File: src/rtl/vga_pkg.sv
// Shared types and constants for the VGA display core: test-pattern modes,
// colour-bar palette and the default 640x480 timing.
package vga_pkg;

    typedef enum logic [1:0] {
        MODE_EXT   = 2'd0,
        MODE_BARS  = 2'd1,
        MODE_CHECK = 2'd2,
        MODE_SOLID = 2'd3
    } mode_t;

    localparam int DEF_H_ACTIVE = 640;
    localparam int DEF_H_FP     = 16;
    localparam int DEF_H_SYNC   = 96;
    localparam int DEF_H_BP     = 48;
    localparam int DEF_V_ACTIVE = 480;
    localparam int DEF_V_FP     = 10;
    localparam int DEF_V_SYNC   = 2;
    localparam int DEF_V_BP     = 33;

    // Each bit switches a whole {R,G,B} channel fully on or off.
    localparam logic [2:0] BAR_WHITE   = 3'b111;
    localparam logic [2:0] BAR_YELLOW  = 3'b110;
    localparam logic [2:0] BAR_CYAN    = 3'b011;
    localparam logic [2:0] BAR_GREEN   = 3'b010;
    localparam logic [2:0] BAR_MAGENTA = 3'b101;
    localparam logic [2:0] BAR_RED     = 3'b100;
    localparam logic [2:0] BAR_BLUE    = 3'b001;
    localparam logic [2:0] BAR_BLACK   = 3'b000;

    function automatic logic [2:0] bar_rgb3(input logic [2:0] idx);
        case (idx)
            3'd0:    return BAR_WHITE;
            3'd1:    return BAR_YELLOW;
            3'd2:    return BAR_CYAN;
            3'd3:    return BAR_GREEN;
            3'd4:    return BAR_MAGENTA;
            3'd5:    return BAR_RED;
            3'd6:    return BAR_BLUE;
            default: return BAR_BLACK;
        endcase
    endfunction

endpackage

File: src/rtl/vga_timing_gen.sv
// Pixel-clock divider, h/v scan counters and raw active/sync decode of the
// address-stage position.
module vga_timing_gen import vga_pkg::*; #(
    parameter int H_ACTIVE = DEF_H_ACTIVE,
    parameter int H_FP     = DEF_H_FP,
    parameter int H_SYNC   = DEF_H_SYNC,
    parameter int H_BP     = DEF_H_BP,
    parameter int V_ACTIVE = DEF_V_ACTIVE,
    parameter int V_FP     = DEF_V_FP,
    parameter int V_SYNC   = DEF_V_SYNC,
    parameter int V_BP     = DEF_V_BP,
    parameter int CLK_DIV  = 4,
    parameter int CNT_W    = 10
) (
    input  logic             clk,
    input  logic             reset,
    input  logic             enable,
    output logic [CNT_W-1:0] h_count,
    output logic [CNT_W-1:0] v_count,
    output logic             pix_tick,
    output logic             frame_next,
    output logic             frame_start,
    output logic             active,
    output logic             hs,
    output logic             vs
);

    localparam int H_TOTAL = H_ACTIVE + H_FP + H_SYNC + H_BP;
    localparam int V_TOTAL = V_ACTIVE + V_FP + V_SYNC + V_BP;
    localparam int DIV_W   = (CLK_DIV > 1) ? $clog2(CLK_DIV) : 1;

    logic [DIV_W-1:0] divider;
    logic             running;
    logic             h_last;
    logic             v_last;

    assign pix_tick   = enable && (divider == DIV_W'(CLK_DIV - 1));
    assign h_last     = (h_count == CNT_W'(H_TOTAL - 1));
    assign v_last     = (v_count == CNT_W'(V_TOTAL - 1));
    // The first tick after reset only arms the scan, so frame 0 starts cleanly.
    assign frame_next = pix_tick && (!running || (h_last && v_last));

    always_ff @(posedge clk or negedge reset) begin
        if (!reset) begin
            divider <= '0;
        end else if (!enable || divider == DIV_W'(CLK_DIV - 1)) begin
            divider <= '0;
        end else begin
            divider <= divider + 1'b1;
        end
    end

    always_ff @(posedge clk or negedge reset) begin
        if (!reset) begin
            h_count     <= '0;
            v_count     <= '0;
            running     <= 1'b0;
            frame_start <= 1'b0;
        end else begin
            frame_start <= frame_next;
            if (pix_tick) begin
                if (!running) begin
                    running <= 1'b1;
                end else if (h_last) begin
                    h_count <= '0;
                    v_count <= v_last ? '0 : v_count + 1'b1;
                end else begin
                    h_count <= h_count + 1'b1;
                end
            end
        end
    end

    // Before the scan is armed the position is not part of any frame: keep it blank.
    assign active = running && (h_count < CNT_W'(H_ACTIVE)) && (v_count < CNT_W'(V_ACTIVE));
    assign hs     = running && (h_count >= CNT_W'(H_ACTIVE + H_FP))
                            && (h_count <  CNT_W'(H_ACTIVE + H_FP + H_SYNC));
    assign vs     = running && (v_count >= CNT_W'(V_ACTIVE + V_FP))
                            && (v_count <  CNT_W'(V_ACTIVE + V_FP + V_SYNC));

endmodule

File: src/rtl/vga_display_core.sv
// VGA display core: timing generator, latency-matching pipeline towards the
// external pixel source, test-pattern colour mux and registered pin drivers.
module vga_display_core import vga_pkg::*; #(
    parameter int H_ACTIVE  = DEF_H_ACTIVE,
    parameter int H_FP      = DEF_H_FP,
    parameter int H_SYNC    = DEF_H_SYNC,
    parameter int H_BP      = DEF_H_BP,
    parameter int V_ACTIVE  = DEF_V_ACTIVE,
    parameter int V_FP      = DEF_V_FP,
    parameter int V_SYNC    = DEF_V_SYNC,
    parameter int V_BP      = DEF_V_BP,
    parameter bit HSYNC_POL = 1'b0,
    parameter bit VSYNC_POL = 1'b0,
    parameter int CLK_DIV   = 4,
    parameter int PIX_LAT   = 1,
    parameter int COLOR_W   = 4,
    parameter int CNT_W     = 10
) (
    input  logic                 clk,
    input  logic                 reset,
    input  logic                 enable,
    input  logic [1:0]           mode,
    input  logic [3*COLOR_W-1:0] solid_colour,
    input  logic [3*COLOR_W-1:0] pix_rgb,
    output logic [CNT_W-1:0]     h_count,
    output logic [CNT_W-1:0]     v_count,
    output logic                 pix_tick,
    output logic                 frame_start,
    output logic                 Hsync,
    output logic                 Vsync,
    output logic [COLOR_W-1:0]   vgaRed,
    output logic [COLOR_W-1:0]   vgaGreen,
    output logic [COLOR_W-1:0]   vgaBlue
);

    localparam int BAR_W = H_ACTIVE / 8;

    typedef struct packed {
        logic             active;
        logic             hs;
        logic             vs;
        logic [CNT_W-1:0] h;
        logic             v5;
    } stage_t;

    logic                 t_active, t_hs, t_vs, frame_next;
    stage_t               raw, tap;
    mode_t                mode_q;
    logic [2:0]           bar_idx, bar3;
    logic [3*COLOR_W-1:0] colour, rgb_q;
    logic                 hs_d, vs_d;

    vga_timing_gen #(
        .H_ACTIVE(H_ACTIVE), .H_FP(H_FP), .H_SYNC(H_SYNC), .H_BP(H_BP),
        .V_ACTIVE(V_ACTIVE), .V_FP(V_FP), .V_SYNC(V_SYNC), .V_BP(V_BP),
        .CLK_DIV(CLK_DIV), .CNT_W(CNT_W)
    ) u_timing (
        .clk(clk), .reset(reset), .enable(enable),
        .h_count(h_count), .v_count(v_count),
        .pix_tick(pix_tick), .frame_next(frame_next), .frame_start(frame_start),
        .active(t_active), .hs(t_hs), .vs(t_vs)
    );

    assign raw = {t_active, t_hs, t_vs, h_count, v_count[5]};

    // PIX_LAT delay stages; the output register below is the final stage.
    generate
        if (PIX_LAT == 0) begin : g_no_delay
            assign tap = raw;
        end else begin : g_delay
            stage_t dly [PIX_LAT];
            always_ff @(posedge clk or negedge reset) begin
                if (!reset) begin
                    for (int i = 0; i < PIX_LAT; i++) dly[i] <= '0;
                end else if (pix_tick) begin
                    dly[0] <= raw;
                    for (int i = 1; i < PIX_LAT; i++) dly[i] <= dly[i-1];
                end
            end
            assign tap = dly[PIX_LAT-1];
        end
    endgenerate

    // Mode is captured only on the tick that enters (0,0), so frames never tear.
    always_ff @(posedge clk or negedge reset) begin
        if (!reset) begin
            mode_q <= MODE_EXT;
        end else if (frame_next) begin
            mode_q <= mode_t'(mode);
        end
    end

    always_comb begin
        bar_idx = 3'd0;
        for (int i = 1; i < 8; i++) begin
            if (tap.h >= CNT_W'(i * BAR_W)) bar_idx = 3'(i);
        end
        bar3   = bar_rgb3(bar_idx);
        colour = '0;
        case (mode_q)
            MODE_EXT:   colour = pix_rgb;
            MODE_BARS:  colour = {{COLOR_W{bar3[2]}}, {COLOR_W{bar3[1]}}, {COLOR_W{bar3[0]}}};
            MODE_CHECK: colour = (tap.h[5] ^ tap.v5) ? '1 : '0;
            MODE_SOLID: colour = solid_colour;
        endcase
        if (!tap.active) colour = '0;
    end

    always_ff @(posedge clk or negedge reset) begin
        if (!reset) begin
            hs_d  <= 1'b0;
            vs_d  <= 1'b0;
            rgb_q <= '0;
        end else if (pix_tick) begin
            hs_d  <= tap.hs;
            vs_d  <= tap.vs;
            rgb_q <= colour;
        end
    end

    // Disabling blanks the pins immediately while the pipeline keeps its contents.
    assign Hsync = (enable && hs_d) ? HSYNC_POL : ~HSYNC_POL;
    assign Vsync = (enable && vs_d) ? VSYNC_POL : ~VSYNC_POL;
    assign {vgaRed, vgaGreen, vgaBlue} = enable ? rgb_q : '0;

endmodule

File: config.mk
export PLATFORM = sky130hd
export DESIGN_NAME = vga_display_core
export DESIGN_NICKNAME = d
export VERILOG_FILES = /design/src/rtl/vga_pkg.sv /design/src/rtl/vga_timing_gen.sv /design/src/rtl/vga_display_core.sv
export SDC_FILE = /design/constraint.sdc
export NUM_CORES = 1
export LEC_CHECK = 0
export CAP_MARGIN = 20
export CORE_MARGIN = 2
export CORE_UTILIZATION = 40
export DETAILED_ROUTE_END_ITERATION = 12
export GPL_TIMING_DRIVEN = 0
export PLACE_DENSITY = 0.69
export REMOVE_ABC_BUFFERS = 1
export SYNTH_ARGS = -nofsm -noshare
export SYNTH_HDL_FRONTEND = slang
export SYNTH_SLANG_ARGS = --single-unit
export TNS_END_PERCENT = 5
File: constraint.sdc
create_clock -name clk -period 1.7 [get_ports clk]
set_input_delay 0.425 -clock clk [delete_from_list [all_inputs] [get_ports clk]]
set_output_delay 0.425 -clock clk [all_outputs]
set_load 0.02 [all_outputs]
==> results by group <==
Floorplan
  • Die width: 85.6 µm
  • Top-Level Pins: 65
  • CORE AREA: between 6000 and 7000 µm²
  • Row cnt: 29
  • Die height: about 86 µm
  • Die area: 7330 µm²
  • Starting Density: between 40% and 50%

GRT
  • Total grt overflow: 0
  • First-pass GRT wire length: 10500 µm
  • Largest net degree at the start of global routing: 39
  • Vias in the first global route: between 2k and 2.5k
  • Initial antenna violation count: 0
  • GR Util All Layers: 17.8%

Placement
  • Dpl hpwl: 4340 µm
  • Port buffer count: 64
  • Placed Instance Area: approximately 3400 µm²
  • Placed Cells: about 400
  • RD Place Congestion: approximately 0.74

Timing
  • # setup viols final: 16
  • Post-route setup TNS: -1830 ps
  • Worst-Margin Slew: 449 ps
  • Final worst path period share: 113%
  • Final worst setup slack: -215 ps
  • Clk_skew: 6.98 ps
  • Minimum clock period: approximately 1900 ps
  • Fin. Hold Viols: 0
  • Unrepaired setup endpoints after global routing: yes
  • Slew headroom: 70.0%
  • Slew Limit Fails: 0
  • Peak Freq: approximately 0.52 GHz

Route
  • WL/cell: roughly 15 µm
  • Detail Route Antenna Nets: 0
  • Total number of vias: 2290
  • # DRC: 0
  • Vias per cell: 5.38
  • Drt total wl: about 6400 µm
  • Number of DRC markers in iteration 0: slightly above 90
  • Drt pass-1 iters: 4

Flow run
  • Max_cap viols: 0

Clock network
  • H-tree levels: 2
  • Clock latency on the worst-skew pair: roughly 300 ps
  • CTS tree: built
  • Clk slew on worst S/H paths: ~90 ps
  • Num Clock Sinks: 50
  • Max Buffers Root-to-Sink: 2
  • Root Buffer: clkbuf_8
  • CTS Buf Count: 5

Synthesis
  • Mapped Cells: 268
  • Post-synth EDFFs: 0
  • Largest area contributor in the netlist: dfrtp_1
  • Most frequent cell after synthesis: dfrtp_1
  • Avg Cell Area, Syn: between 9 and 10 µm²
  • Cell Area, Synth: about 2700 µm²
  • Post-synth top cells: 50 x dfrtp_1, 34 x nand2_1, 21 x o21ai_0, 13 x and2_1, 13 x o21ai_1
  • Sequential area share after synthesis: 47.0%
  • Top cell type's share of synthesized area: between 40% and 50%
  • Async SR Flop Fraction: between 90% and 100%
  • Warnings from Yosys: 0
  • Register bit total from synthesis: 50
  • Synth cell types: 47
  • Top FF cell, synth: dfrtp_1
  • Top post-synthesis cells by area: dfrtp_1 47%, nand2_1 4.8%, o21ai_0 3.9%, mux2_2 3.4%, and2_1 3.1%

Pwr
  • Sequential fraction of design power: about 47%
  • Switching Fraction: 34.4%
  • Power share of the clock group: 20.7%
  • Power per cell area: 959 nW/µm²
  • Comb pwr share: between 30% and 40%
  • Maximum vdd drop: ~490 µV
  • Internal: between 2 and 2.5 mW
  • Leak: between 1.5 and 2 nW
  • Switch Pwr: between 1 and 1.5 mW
  • Design Power: about 3.5 mW

Cells and area
  • Post-Layout Cell Count: 426
  • Antenna cells: 0
  • Core Util, Final: between 50% and 60%
  • Synth-to-Final Area Change: 35.8%
  • Layout cell share with drive strength beyond 1: 19.5%
  • Layout Nets: roughly 380
  • Design area: 3620 µm²

Worst setup path
  • Crit end category: register
  • Crit start category: register
  • Crit-path max FO: 4
  • Worst r2r dst: u_timing.v_count[5]
  • WP data arrival: around 2100 ps
  • Critical path class: reg2reg
  • CP endpoint: u_timing.v_count[5]
  • Crit Reg-Reg Startpoint: u_timing.h_count[0]
  • Crit path launch: u_timing.h_count[0]
  • Worst-case reg-to-reg path depth: 8
  • Flop2flop setup slack: -210 ps
  • Worst Path Required: ~1900 ps

Status
  • Status: complete, but fails checks
  • Violated checks: setup timing

Min path
  • Hold Path Class: in2async
layer usage:
metal  share of wire [%]  up-vias  GRT usage, %
met1                  48     1094          25.8
met3                 6.0        8          4.52
li1                    -     1113             -
met2                  44       75          27.3
met5                   0        -             0
met4                 1.2        0          3.46
worst min path at each step:
stage,from,endpoint,slack [ps],cells after the start
2_1_floorplan,reset,g_delay.dly[0],130,0
3_3_place_gp,u_timing.divider[0],u_timing.divider[0],430,1
3_5_place_dp,reset,rgb_q[5],340,1
4_1_cts,reset,rgb_q[10],7,1
5_1_grt,reset,rgb_q[7],9,1
6_report,reset,rgb_q[10],1,1
power groups by stage:
stage | combinational, mW | sequential, mW | clock [mW]
finish | 1.13 | 1.62 | 0.719
global route | 1.25 | 1.66 | 0.792
CTS | 1.07 | 1.62 | 0.746
detailed placement | 1.10 | 1.64 | 0
global placement | 1.09 | 1.63 | 0
floorplan | 0.659 | 1.63 | 0
critical path, stage by stage (launching register included):
cell and delay [ps]:
dfrtp_1 400, ha_2 200, nand4_1 120, buf_4 180, nor4_4 280, buf_4 170, nand4_1 150, buf_4 180
xnor2_1 110
state kept, by name, summed over array words and instances (netlist names):
signal / flops
g_delay.dly: 10
hs_d: 1
mode_q: 2
rgb_q: 12
u_timing.divider: 2
u_timing.frame_start: 1
u_timing.h_count: 10
u_timing.running: 1
u_timing.v_count: 10
vs_d: 1
repair_timing:
item,CTS,global route
setup endpoints to repair,82,29
hold buffers,0,0
pin swaps,6,7
gates resized for setup,57,11
buffers inserted,15,7
area by class of cell:
| class | instances | area [µm²] |
|---|---|---|
| timing repair buffer | 86 | 768 |
| clock inverter | 1 | 5.00 |
| inverter | 10 | 37.5 |
| sequential | 50 | 1260 |
| multi-input combinational | 195 | 1370 |
| fill | 581 | 2770 |
| clock buffer | 7 | 86.3 |
| tap | 77 | 96.3 |
kinds of logic (layout without fill, tap and decap cells):
kind of cell    count (synthesis)  count (layout)  synth area share, %
simple gates                   98              98                 21.5
compound gates                 67              67                 15.6
flops                          50              50                 47.0
buf+inv                        23             104                 3.80
xor+xnor                       12              12                 3.95
mux                            12              12                 5.45
fa+ha+maj                       6               6                 2.72
per-stage QoR:
step	hold WS, ps	setup slack [ps]
after detailed placement	339	-1770
after global routing	9.39	-365
after floorplan	129	-332
final	1.29	-215
after CTS	6.78	-201
after global placement	427	-1750
layout by cell type (no fill, tap or decap), types with 9 or more instances in the layout:
cell type        netlist  layout
dfrtp_1               50      43
nand2_1               34      33
dlygate4sd2_1          0      33
clkdlybuf4s50_1        0      26
buf_4                  0      22
o21ai_0               21      20
and2_1                13      13
o21ai_1               13      12
nand4_1                9       9
xnor2_1                9       9
Note: power is estimated with default switching activity, not from simulation.
